`src/rtl/sm4_bdo_unpacker.sv`:
```
`default_nettype none
// ============================================================================
// Module   : sm4_bdo_unpacker
// Purpose  : Buffers 128-bit SM4 result blocks in a small circular FIFO and
//            serialises each one as four 32-bit words, MS word first. An
//            inflight counter turns issue/return pulses into an issue credit,
//            and a sticky flag records any block dropped on a full FIFO.
// Revision : 1.0  initial release
// ============================================================================
module sm4_bdo_unpacker #(
    parameter int DEPTH = 4,
    parameter int CNT_W = 5
) (
    input  logic         clk,
    input  logic         rst_n,
    input  logic         blk_issue,
    input  logic [127:0] blk_in,
    input  logic         blk_in_valid,
    output logic         credit_ok,
    output logic [31:0]  dout,
    output logic         dout_valid,
    input  logic         dout_ready,
    output logic         dout_last,
    output logic         ovf,
    input  logic         clr_ovf
);

    localparam int                 c_PTR_W     = (DEPTH > 1) ? $clog2(DEPTH) : 1;
    localparam logic [CNT_W-1:0]   c_DEPTH_CNT = CNT_W'(DEPTH);
    localparam logic [CNT_W:0]     c_DEPTH_EXT = (CNT_W + 1)'(DEPTH);

    logic [127:0]       r_mem [DEPTH];
    logic [c_PTR_W-1:0] r_wr_ptr;
    logic [c_PTR_W-1:0] r_rd_ptr;
    logic [CNT_W-1:0]   r_count;
    logic [CNT_W-1:0]   r_inflight;
    logic [1:0]         r_word_idx;
    logic               r_ovf;

    logic [127:0]       w_head;
    logic               w_full;
    logic               w_xfer;
    logic               w_pop;
    logic               w_wr;
    logic               w_drop;

    assign w_head     = r_mem[r_rd_ptr];
    assign w_full     = (r_count == c_DEPTH_CNT);
    assign dout_valid = (r_count != '0);
    assign w_xfer     = dout_valid & dout_ready;
    // The final word of a block frees its slot, so a full FIFO can still
    // take a new block in that same cycle.
    assign w_pop      = w_xfer & (r_word_idx == 2'd3);
    assign w_wr       = blk_in_valid & (~w_full | w_pop);
    assign w_drop     = blk_in_valid & ~w_wr;
    assign dout_last  = dout_valid & (r_word_idx == 2'd3);
    assign ovf        = r_ovf;
    // Everything issued but not yet consumed must still fit in the FIFO.
    assign credit_ok  = ({1'b0, r_count} + {1'b0, r_inflight}) < c_DEPTH_EXT;

    // Select the current word of the head block, most significant first.
    always_comb begin
        dout = w_head[127:96];
        case (r_word_idx)
            2'd0: dout = w_head[127:96];
            2'd1: dout = w_head[95:64];
            2'd2: dout = w_head[63:32];
            2'd3: dout = w_head[31:0];
            default: dout = w_head[127:96];
        endcase
    end

    // Block storage; cleared on reset so dout reads zero while empty.
    always_ff @(posedge clk) begin
        if (!rst_n) begin
            for (int i = 0; i < DEPTH; i++) begin
                r_mem[i] <= '0;
            end
        end else if (w_wr) begin
            r_mem[r_wr_ptr] <= blk_in;
        end
    end

    // Pointers, occupancy and word index of the block being emitted.
    always_ff @(posedge clk) begin
        if (!rst_n) begin
            r_wr_ptr   <= '0;
            r_rd_ptr   <= '0;
            r_count    <= '0;
            r_word_idx <= '0;
        end else begin
            if (w_wr) begin
                r_wr_ptr <= r_wr_ptr + c_PTR_W'(1);
            end
            if (w_pop) begin
                r_rd_ptr <= r_rd_ptr + c_PTR_W'(1);
            end
            if (w_xfer) begin
                r_word_idx <= r_word_idx + 2'd1;
            end
            if (w_wr && !w_pop) begin
                r_count <= r_count + CNT_W'(1);
            end else if (!w_wr && w_pop) begin
                r_count <= r_count - CNT_W'(1);
            end
        end
    end

    // Blocks issued to the cipher whose result has not come back yet.
    always_ff @(posedge clk) begin
        if (!rst_n) begin
            r_inflight <= '0;
        end else if (blk_issue && !blk_in_valid) begin
            r_inflight <= r_inflight + CNT_W'(1);
        end else if (!blk_issue && blk_in_valid && (r_inflight != '0)) begin
            r_inflight <= r_inflight - CNT_W'(1);
        end
    end

    // Sticky overflow; a drop in the same cycle as a clear keeps it set.
    always_ff @(posedge clk) begin
        if (!rst_n) begin
            r_ovf <= 1'b0;
        end else if (w_drop) begin
            r_ovf <= 1'b1;
        end else if (clr_ovf) begin
            r_ovf <= 1'b0;
        end
    end

endmodule
`default_nettype wire

```
`config.mk`:
```
export PLATFORM = sky130hd
export DESIGN_NAME = sm4_bdo_unpacker
export DESIGN_NICKNAME = d
export VERILOG_FILES = /design/src/rtl/sm4_bdo_unpacker.sv
export SDC_FILE = /design/constraint.sdc
export NUM_CORES = 1
export LEC_CHECK = 0
export CORE_MARGIN = 1
export CORE_UTILIZATION = 45
export DETAILED_ROUTE_END_ITERATION = 8
export DONT_BUFFER_PORTS = 1
export MAX_ROUTING_LAYER = met4
export SLEW_MARGIN = 5
export SYNTH_ARGS = -nofsm -noshare
export SYNTH_HDL_FRONTEND = slang
export SYNTH_SLANG_ARGS = --single-unit
```
`constraint.sdc`:
```
create_clock -name clk -period 11.1 [get_ports clk]
set_input_delay 1.665 -clock clk [delete_from_list [all_inputs] [get_ports clk]]
set_output_delay 1.665 -clock clk [all_outputs]
set_load 0.01 [all_outputs]
```
==> Word-level counts from Yosys, hierarchy flattened <==
Memories as Yosys holds them, arrays and structs flattened. A register that Yosys moved wholly into a read port is not among the register bits.
Cells that the tools add are included.
{ "word_totals": {"mem_count": 1, "out_inout_bits": 36, "elab_cells": 60, "inputBits": 134, "mem_bits_rw": 512, "regBits": 17} }
{ "mem_list": {"columns": ["memory", "words", "word_bits", "rd", "rd_ports_with_merged_regs", "wr", "line", "text"], "rows": [
  ["r_mem", 4, 128, 1, 1, 4, "32", "logic [127:0] r_mem [DEPTH];"]
]} }
{ "op_classes": {"eq_ne": 4, "bitwise_logic": 8, "add_sub_neg": 8, "n_mux": 16, "magnitude_cmp": 1, "reduce_logical": 16} }
{ "op_table": {"columns": ["cell", "count"], "rows": [
  ["2-to-1 mux 128 bit", 1],
  ["case mux 32 bit (4 select lines)", 1],
  ["OR reduction 128 bit", 1],
  ["2-to-1 mux 5 bit", 4],
  ["adder 5 x 1 -> 5 bit, second input constant", 2],
  ["nonzero test 5 bit", 2],
  ["subtractor 5 x 1 -> 5 bit, second input constant", 2],
  ["2-to-1 mux 1 bit", 7],
  ["adder 2 x 1 -> 2 bit, second input constant", 3],
  ["adder 5 x 5 -> 6 bit", 1],
  ["less-than comparator 6 x 3 -> 1 bit, second input constant", 1],
  ["2-to-1 mux 2 bit", 3],
  ["nonzero test 2 bit", 3],
  ["bitwise AND 1 bit", 5],
  ["== test 5 x 3 -> 1 bit, second input constant", 1],
  ["logical AND 1 bit", 5],
  ["== test 2 bit, second input constant", 2],
  ["logical NOT 1 bit", 4],
  ["== test 2 x 1 -> 1 bit, second input constant", 1],
  ["logical NOT 2 bit", 1],
  ["inverter 1 bit", 2],
  ["bitwise OR 1 bit", 1]
]} }

==> Logic depth before layout (Yosys ltp) <==
Gate-level depths: netlist (run 1).
{ "depth": {"depth_word": 10, "ltp_mapped": 11, "depth_no_buf": 11} }

==> Worst setup path after synthesis (run 1) <==
No wires, ideal clock.
{ "synth_timing": {"path_kind": "in2reg", "start": "input port dout_ready", "end": "memory r_mem[2][0], enable pin", "setup_time_ns": 0.792, "t_required_ns": 10.308, "n_path_buf": 0, "cell_stages": 3, "path_slack_ns": -0.663, "t_arrival_ns": 10.972, "cell_sequence": "a21bo_2 -> o21ai_0 -> o21ai_0"} }
{ "synth_rtl": {"columns": ["element", "line", "text"], "rows": [
  ["start: declaration", "22", "input logic dout_ready,"],
  ["end: declaration", "32", null]
]} }

==> results of run 1 <==
routing by layer:
layer  wire (um)  global-route usage  share of wire
met1       27100               0.309           0.43
met5           0                   -              0
met2       29000               0.354           0.46
met3        5170              0.0741          0.082
met4        1620              0.0682          0.026
where the power goes:
| group | total, mW | internal, mW | switching [mW] |
|---|---|---|---|
| combinational | 0.901 | 0.285 | 0.616 |
| clock | 1.76 | 0.992 | 0.769 |
| sequential | 2.51 | 2.44 | 0.0738 |
worst max-delay path: stages, from the launching register on:
cell and delay, ns:
dfxtp_4 0.72, buf_4 0.61, mux4_2 0.61, a2111oi_0 1.08
buf_4 0.27, a21oi_1 0.09
Yosys cell counts, types with 19 or more instances:
cell type and instances:
edfxtp_1 512, mux4_2 54, a21oi_1 40, inv_1 38, and2_4 100, and2_1 413, buf_2 26, a2111oi_0 22
dfxtp_1 19, o22ai_1 74, mux2i_1 151, clkbuf_1 63
cells in the final DEF (no fill, tap or decap), types with 9 or more instances in the layout:
master / count
clkbuf_1: 13
edfxtp_1: 512
and2_4: 100
nand2_1: 10
a2111oi_0: 22
nor4_1: 12
dfxtp_1: 17
clkinv_1: 20
o22ai_1: 74
inv_1: 38
and2_1: 413
nor2_1: 15
nand2b_1: 9
diode_2: 9
clkbuf_16: 57
buf_4: 29
mux4_2: 54
mux2i_1: 151
ha_1: 14
a21oi_1: 40
per-stage QoR:
stage | power (mW) | cell area, sq um | cells
after global routing | 5.37 | 26700 | 2366
final | 5.17 | 26700 | 2367
after global placement | 3.45 | 25000 | 2255
after CTS | 5.21 | 26700 | 2358
after detailed placement | 3.46 | 25000 | 2255
after floorplan | 3.16 | 24400 | 1647
area by class of cell:
cell class	count	area, sq um	share of cell area
clock buffer	72	1500	0.0563
multi-input combinational	966	7930	0.297
antenna	9	22.5	0.000844
inverter	38	143	0.00535
timing repair buffer	32	278	0.0104
sequential	531	15800	0.591
tap	688	861	0.0323
clock inverter	31	185	0.00694
kinds of logic (layout without fill, tap and decap cells):
group           count (synthesis)  in the layout  share of synthesized area
simple gates                  577            577                      0.156
buf+inv                       150            173                     0.0307
fa+ha+maj                      17             17                    0.00935
other cells                     0              9                          0
compound gates                157            157                     0.0418
mux                           205            205                      0.112
flops                         531            531                      0.647
xor+xnor                       10             10                    0.00360
final timing paths:
check                                           startpoint                         end  slack [ns]  cells past startpoint
worst max register to register  r_word_idx[1]$_SDFFE_PN0N_  r_mem[0][37]$_SDFFCE_PN0P_        6.96                      8
worst min-delay path               r_count[4]$_SDFFE_PN0P_     r_count[4]$_SDFFE_PN0P_        0.51                      2
worst min register to register     r_count[4]$_SDFFE_PN0P_     r_count[4]$_SDFFE_PN0P_        0.51                      2
worst max-delay path                             flip-flop                    dout[17]        5.37                      5
sequential cells by signal (all words and copies together), names as in the netlist, named ones only:
signal	flops
r_count	5
r_word_idx	2
ovf	1
r_wr_ptr	2
r_rd_ptr	2
r_mem	512
r_inflight	5
==> metrics, run 1 <==
status=complete, no violations; LEAKAGE=9.28 nW; initial core utilization=0.460; Syn Inst Count=1647; IO Pins=170; DR vias=13200; CTS Sinks=531; hold_ws=0.514 ns; DRC=0; DR vias/cell=5.57; count of pins over their slew limit=0; pin count of the biggest net entering global routing=129; Initial DRC Count=1003; Netlist Area Pre-Place=24400 sq um; Mapped Nets=1798; Tot GR Track Use=0.236; die height=235 um; Max Cap Violations=0; I/O Buffers=0; vias in the first global route=13300; Achievable Freq=0.175 GHz; GRT overflow=0; worst-path fanout max=33; PostCTS Resize Cnt=0; Synth cell types=44; Root Buffer=clkbuf_16; post-CTS setup buffer count=0; Synth area leaders=edfxtp_1 63%, and2_1 11%, mux2i_1 6.2%; Post-synth ARST share=0; Worst Setup Slack, final=5.37 ns; post-layout min period=5.73 ns; clk buf depth=3; # rows=84; wire per inst=26.6 um; required time of the critical path=9.44 ns; Post-Syn Area per Cell=14.8 sq um; VDD IR max=0.000143 V; hpwl dp=36.5 mm; Finished Core Util=0.504; RSZ-0062 raised after global routing=no; Worst Setup End Kind=output port; hold buffers post-CTS=0; Slew @ Worst Pin=1.23 ns; Max transition margin=0.161; Yosys warning total=0; Post-Place Setup Slack=5.90 ns; Startpoint Class=flip-flop; Synth Flop Type=edfxtp_1; PwrDens=194 nW/um^2; area growth from synthesis to layout=9.52%; crit path DAT=4.06 ns; final setup violating endpoints=0; Hold Crit Class=flip-flop to flip-flop; CTS tree=built; H-tree Lvls=2; die area=55100 sq um; sequential share of the synthesized area=0.647; CTS clk-pin slew, worst paths=0.06 ns; post-route ant nets=0; Nets=1775; Filler cells=4556; die width=235 um; initial antenna violation count=3; Detailed Route WL=62.9 mm; Routability Congestion=0.791; setup_tns=0 ns; clk_lat worst skew=0.61 ns; top-area cell type share of the netlist area=0.631; EDFF count, synth=512; Final Cycle Share=0.516; layout cells sized above 1=0.163; Final Hold Fails=0; synthesis-stage register bit count=531; DR pass1 iterations=5; CORE AREA=53000 sq um; largest area contributor in the netlist=edfxtp_1; clock skew=0.0153 ns; first-pass GRT wire length=92.5 mm; crit path kind=flip-flop to output port; CTS Buf Count=55
No activity file was read; power rests on OpenSTA's default activity.
==> run 2: changes to the inputs <==
clock period = 5.05 ns   (was 11.1 ns; I/O delays follow)
==> metrics, run 2 (synthesis gave the netlist of run 1 again) <==
hold buffers post-CTS=0; I/O Buffers=0; crit path DAT=3.53 ns; pin count of the biggest net entering global routing=89; PostCTS Resize Cnt=0; Filler cells=4465; GR Util met2=0.388; clk_lat worst skew=0.62 ns; multi-input gate area in the final layout=7940 sq um; CTS clk-pin slew, worst paths=0.06 ns; CTS tree=built; DR vias/cell=5.61; Nets=1793; post-layout min period=4.28 ns; PwrDens=428 nW/um^2; DR pass1 iterations=5; crit path kind=flip-flop to output port; Initial DRC Count=1172; clock skew=0.0168 ns; initial core utilization=0.460; hold_ws=0.286 ns; Startpoint Class=flip-flop; layout cells sized above 1=0.176; required time of the critical path=4.29 ns; Hold Crit Class=input port to flip-flop; post-layout instance area=27000 sq um; Reg with most FFs=r_mem; post-route ant nets=0; met1 Track Usage GR=0.324; initial antenna violation count=5; status=complete, no violations; most frequent cells in the layout=512 x edfxtp_1, 413 x and2_1, 151 x mux2i_1; die width=235 um; wire per inst=27.3 um; final setup violating endpoints=0; DRC=0; registers with the most flip-flops=r_mem: 512 flops, r_count: 5 flops, r_inflight: 5 flops; worst-path fanout max=28; Cell Area, Placed=25200 sq um; VDD IR max=0.000251 V; RSZ-0062 raised after global routing=no; Tot GR Track Use=0.246; CTS Sinks=531; count of pins over their slew limit=0; Slew @ Worst Pin=1.14 ns; post-CTS setup buffer count=0; LEAKAGE=9.43 nW; Max transition margin=0.238; Final Cycle Share=0.848; sequential cell area=15800 sq um; Final Hold Fails=0; vias in the first global route=13500; Detailed Route WL=65.3 mm; die area=55100 sq um; Routability Congestion=0.814; Finished Core Util=0.509; DR vias=13400; IO Pins=170; die height=235 um; clk buf depth=3; # rows=84; H-tree Lvls=2; CORE AREA=53000 sq um; Worst Setup End Kind=output port; GRT met3 Usage=0.0600; area growth from synthesis to layout=10.7%; CTS Buf Count=56; GRT overflow=0; busiest grt layer=met2; Root Buffer=clkbuf_16; max reg flops=512; hpwl dp=41.6 mm; commonest non-fill, non-tap cell in the layout=edfxtp_1; Achievable Freq=0.234 GHz; Max Cap Violations=0; setup_tns=0 ns; first-pass GRT wire length=95.3 mm
-- run 2: cell types whose count changed in the layout (fill, tap and decap cells not counted), moves of 3 or more --
cell and change:
buf_4 +10, clkinv_2 +4, buf_12 +7, clkinv_1 -3
inv_6 +3
-- run 2: per-layer routing --
metal  vias to the layer above  share of wire
met5                         -              0
met4                         0          0.018
met3                        80          0.072
met2                       415           0.48
met1                      6856           0.43
li1                       6063              -
-- run 2: layout make-up --
class / count / share of cell area
diodes: 11 / 0.00102
flip-flops and latches: 531 / 0.584
well taps: 688 / 0.0319
clock buffers: 70 / 0.0547
multi-input cells: 966 / 0.294
repair buffers: 49 / 0.0183
inverters: 38 / 0.00529
clock inverters: 36 / 0.0101
-- run 2: power breakdown --
part / switching, mW / internal, mW / total (mW)
Sequential: 0.166 / 5.36 / 5.52
Combinational: 1.36 / 0.659 / 2.01
Clock: 1.74 / 2.27 / 4.00
-- run 2: path summary, 6_finish.rpt --
| kind | to | slack, ns | cells after the start | from |
|---|---|---|---|---|
| worst min-delay path | r_inflight[3]$_SDFFE_PN0P_ | 0.29 | 2 | rst_n |
| worst min register to register | r_count[4]$_SDFFE_PN0P_ | 0.51 | 2 | r_count[4]$_SDFFE_PN0P_ |
| worst max register to register | r_count[3]$_SDFFE_PN0P_ | 1.93 | 10 | r_count[0]$_SDFFE_PN0P_ |
| worst max-delay path | dout[29] | 0.77 | 6 | flip-flop |
-- run 2: per-stage QoR --
stage	instances	setup WS (ns)	total power, mW
3_5_place_dp	2272	1.39	7.64
3_3_place_gp	2272	1.38	7.61
5_1_grt	2388	0.621	12.0
6_report	2389	0.767	11.5
2_1_floorplan	1647	-2.27	6.90
4_1_cts	2378	0.725	11.6
-- run 2: critical path, stage by stage, from the launching register on --
cell and delay, ns:
dfxtp_4 0.58, buf_12 0.30, buf_4 0.41, mux2i_1 0.36, o22ai_1 0.17, a2111oi_0 0.86
a21oi_1 0.20
==> run 3: changes to the inputs <==
clock period = 4 ns   (was 5.05 ns; I/O delays follow)
==> metrics, run 3 (synthesis gave the netlist of run 1 again) <==
H-tree Lvls=2; vias in the first global route=13600; Achievable Freq=0.262 GHz; DR vias/cell=5.63; clk_lat worst skew=0.61 ns; Worst Setup End Kind=output port; Final Hold Fails=0; required time of the critical path=3.40 ns; Cell Area, Placed=25300 sq um; clk buf depth=3; PwrDens=548 nW/um^2; initial antenna violation count=2; busiest grt layer=met2; post-route ant nets=0; commonest non-fill, non-tap cell in the layout=edfxtp_1; hold_ws=0.147 ns; Tot GR Track Use=0.240; CTS Sinks=531; CORE AREA=53000 sq um; # rows=84; VDD IR max=0.000377 V; Post-Place Setup Slack=0.146 ns; CTS tree=built; crit path kind=flip-flop to output port; crit path DAT=3.21 ns; initial core utilization=0.460; DR pass1 iterations=5; max reg flops=512; final setup violating endpoints=0; GRT overflow=0; CTS clk-pin slew, worst paths=0.06 ns; clock skew=0.0176 ns; wire per inst=26.9 um; die height=235 um; GRT met3 Usage=0.0660; Hold Crit Class=input port to flip-flop; Max Cap Violations=0; GR Util met2=0.365; Worst Setup Slack, final=0.187 ns; worst-path fanout max=20; Max transition margin=0.155; Final Cycle Share=0.953; sequential cell area=15800 sq um; post-layout min period=3.81 ns; LEAKAGE=9.57 nW; Initial DRC Count=1159; DR vias=13500; Reg with most FFs=r_mem; met1 Track Usage GR=0.314; pin count of the biggest net entering global routing=129; layout cells sized above 1=0.185; area growth from synthesis to layout=11.6%; post-layout instance area=27200 sq um; DRC=0; Root Buffer=clkbuf_16; Filler cells=4462; setup_tns=0 ns; Slew @ Worst Pin=1.26 ns; Startpoint Class=flip-flop; multi-input gate area in the final layout=7940 sq um; status=complete, no violations; Detailed Route WL=64.2 mm; hpwl dp=38.4 mm; registers with the most flip-flops=r_mem: 512 flops, r_count: 5 flops, r_inflight: 5 flops; hold buffers post-CTS=0; die width=235 um; I/O Buffers=0; most frequent cells in the layout=512 x edfxtp_1, 413 x and2_1, 151 x mux2i_1; CTS Buf Count=57; Nets=1805; first-pass GRT wire length=93.5 mm; RSZ-0062 raised after global routing=no; IO Pins=170; Routability Congestion=0.805; count of pins over their slew limit=0; die area=55100 sq um
## run 3: metrics by stage
step                      power (mW)  utilization  std cells
after floorplan                 8.68            -       1647
after detailed placement        9.82        0.479       2282
after CTS                       15.0        0.513       2387
after global routing            15.5        0.513       2389
final                           14.9        0.513       2390
after global placement          9.78        0.479       2282
## run 3: worst paths after layout
path | slack (ns) | start | cells after the start | endpoint
hold / removal | 0.15 | rst_n | 2 | r_inflight[3]$_SDFFE_PN0P_
setup reg to reg | 0.85 | r_count[0]$_SDFFE_PN0P_ | 10 | r_count[3]$_SDFFE_PN0P_
hold reg to reg | 0.50 | r_count[4]$_SDFFE_PN0P_ | 2 | r_count[4]$_SDFFE_PN0P_
setup / recovery | 0.19 | flip-flop | 6 | dout[31]
## run 3: critical path, stage by stage, from the launching register on
cell and delay [ns]:
dfxtp_4 0.55, buf_12 0.24, buf_12 0.23, mux4_2 0.58
a2111oi_2 0.67, buf_4 0.24, a21oi_1 0.08
## run 3: per-layer routing
layer  up-vias  part of all wire
met3       104             0.084
met5         -                 0
met4         0             0.028
met1      6851              0.42
li1       6063                 -
met2       438              0.47
## run 3: layout make-up
class	instances	area share
diodes	2	0.000184
multi-input cells	966	0.292
clock buffers	61	0.0530
clock inverters	44	0.0140
inverters	38	0.00524
repair buffers	60	0.0247
well taps	688	0.0316
flip-flops and latches	531	0.579
## run 3: timing repair
action,CTS,global route
buffers inserted,0,1
gates resized for setup,3,0
setup endpoints to repair,2,1
## run 3: power breakdown
part | switching, mW | internal (mW) | total (mW)
sequential | 0.208 | 6.77 | 6.97
combinational | 1.75 | 0.977 | 2.73
clock | 2.17 | 3.04 | 5.21
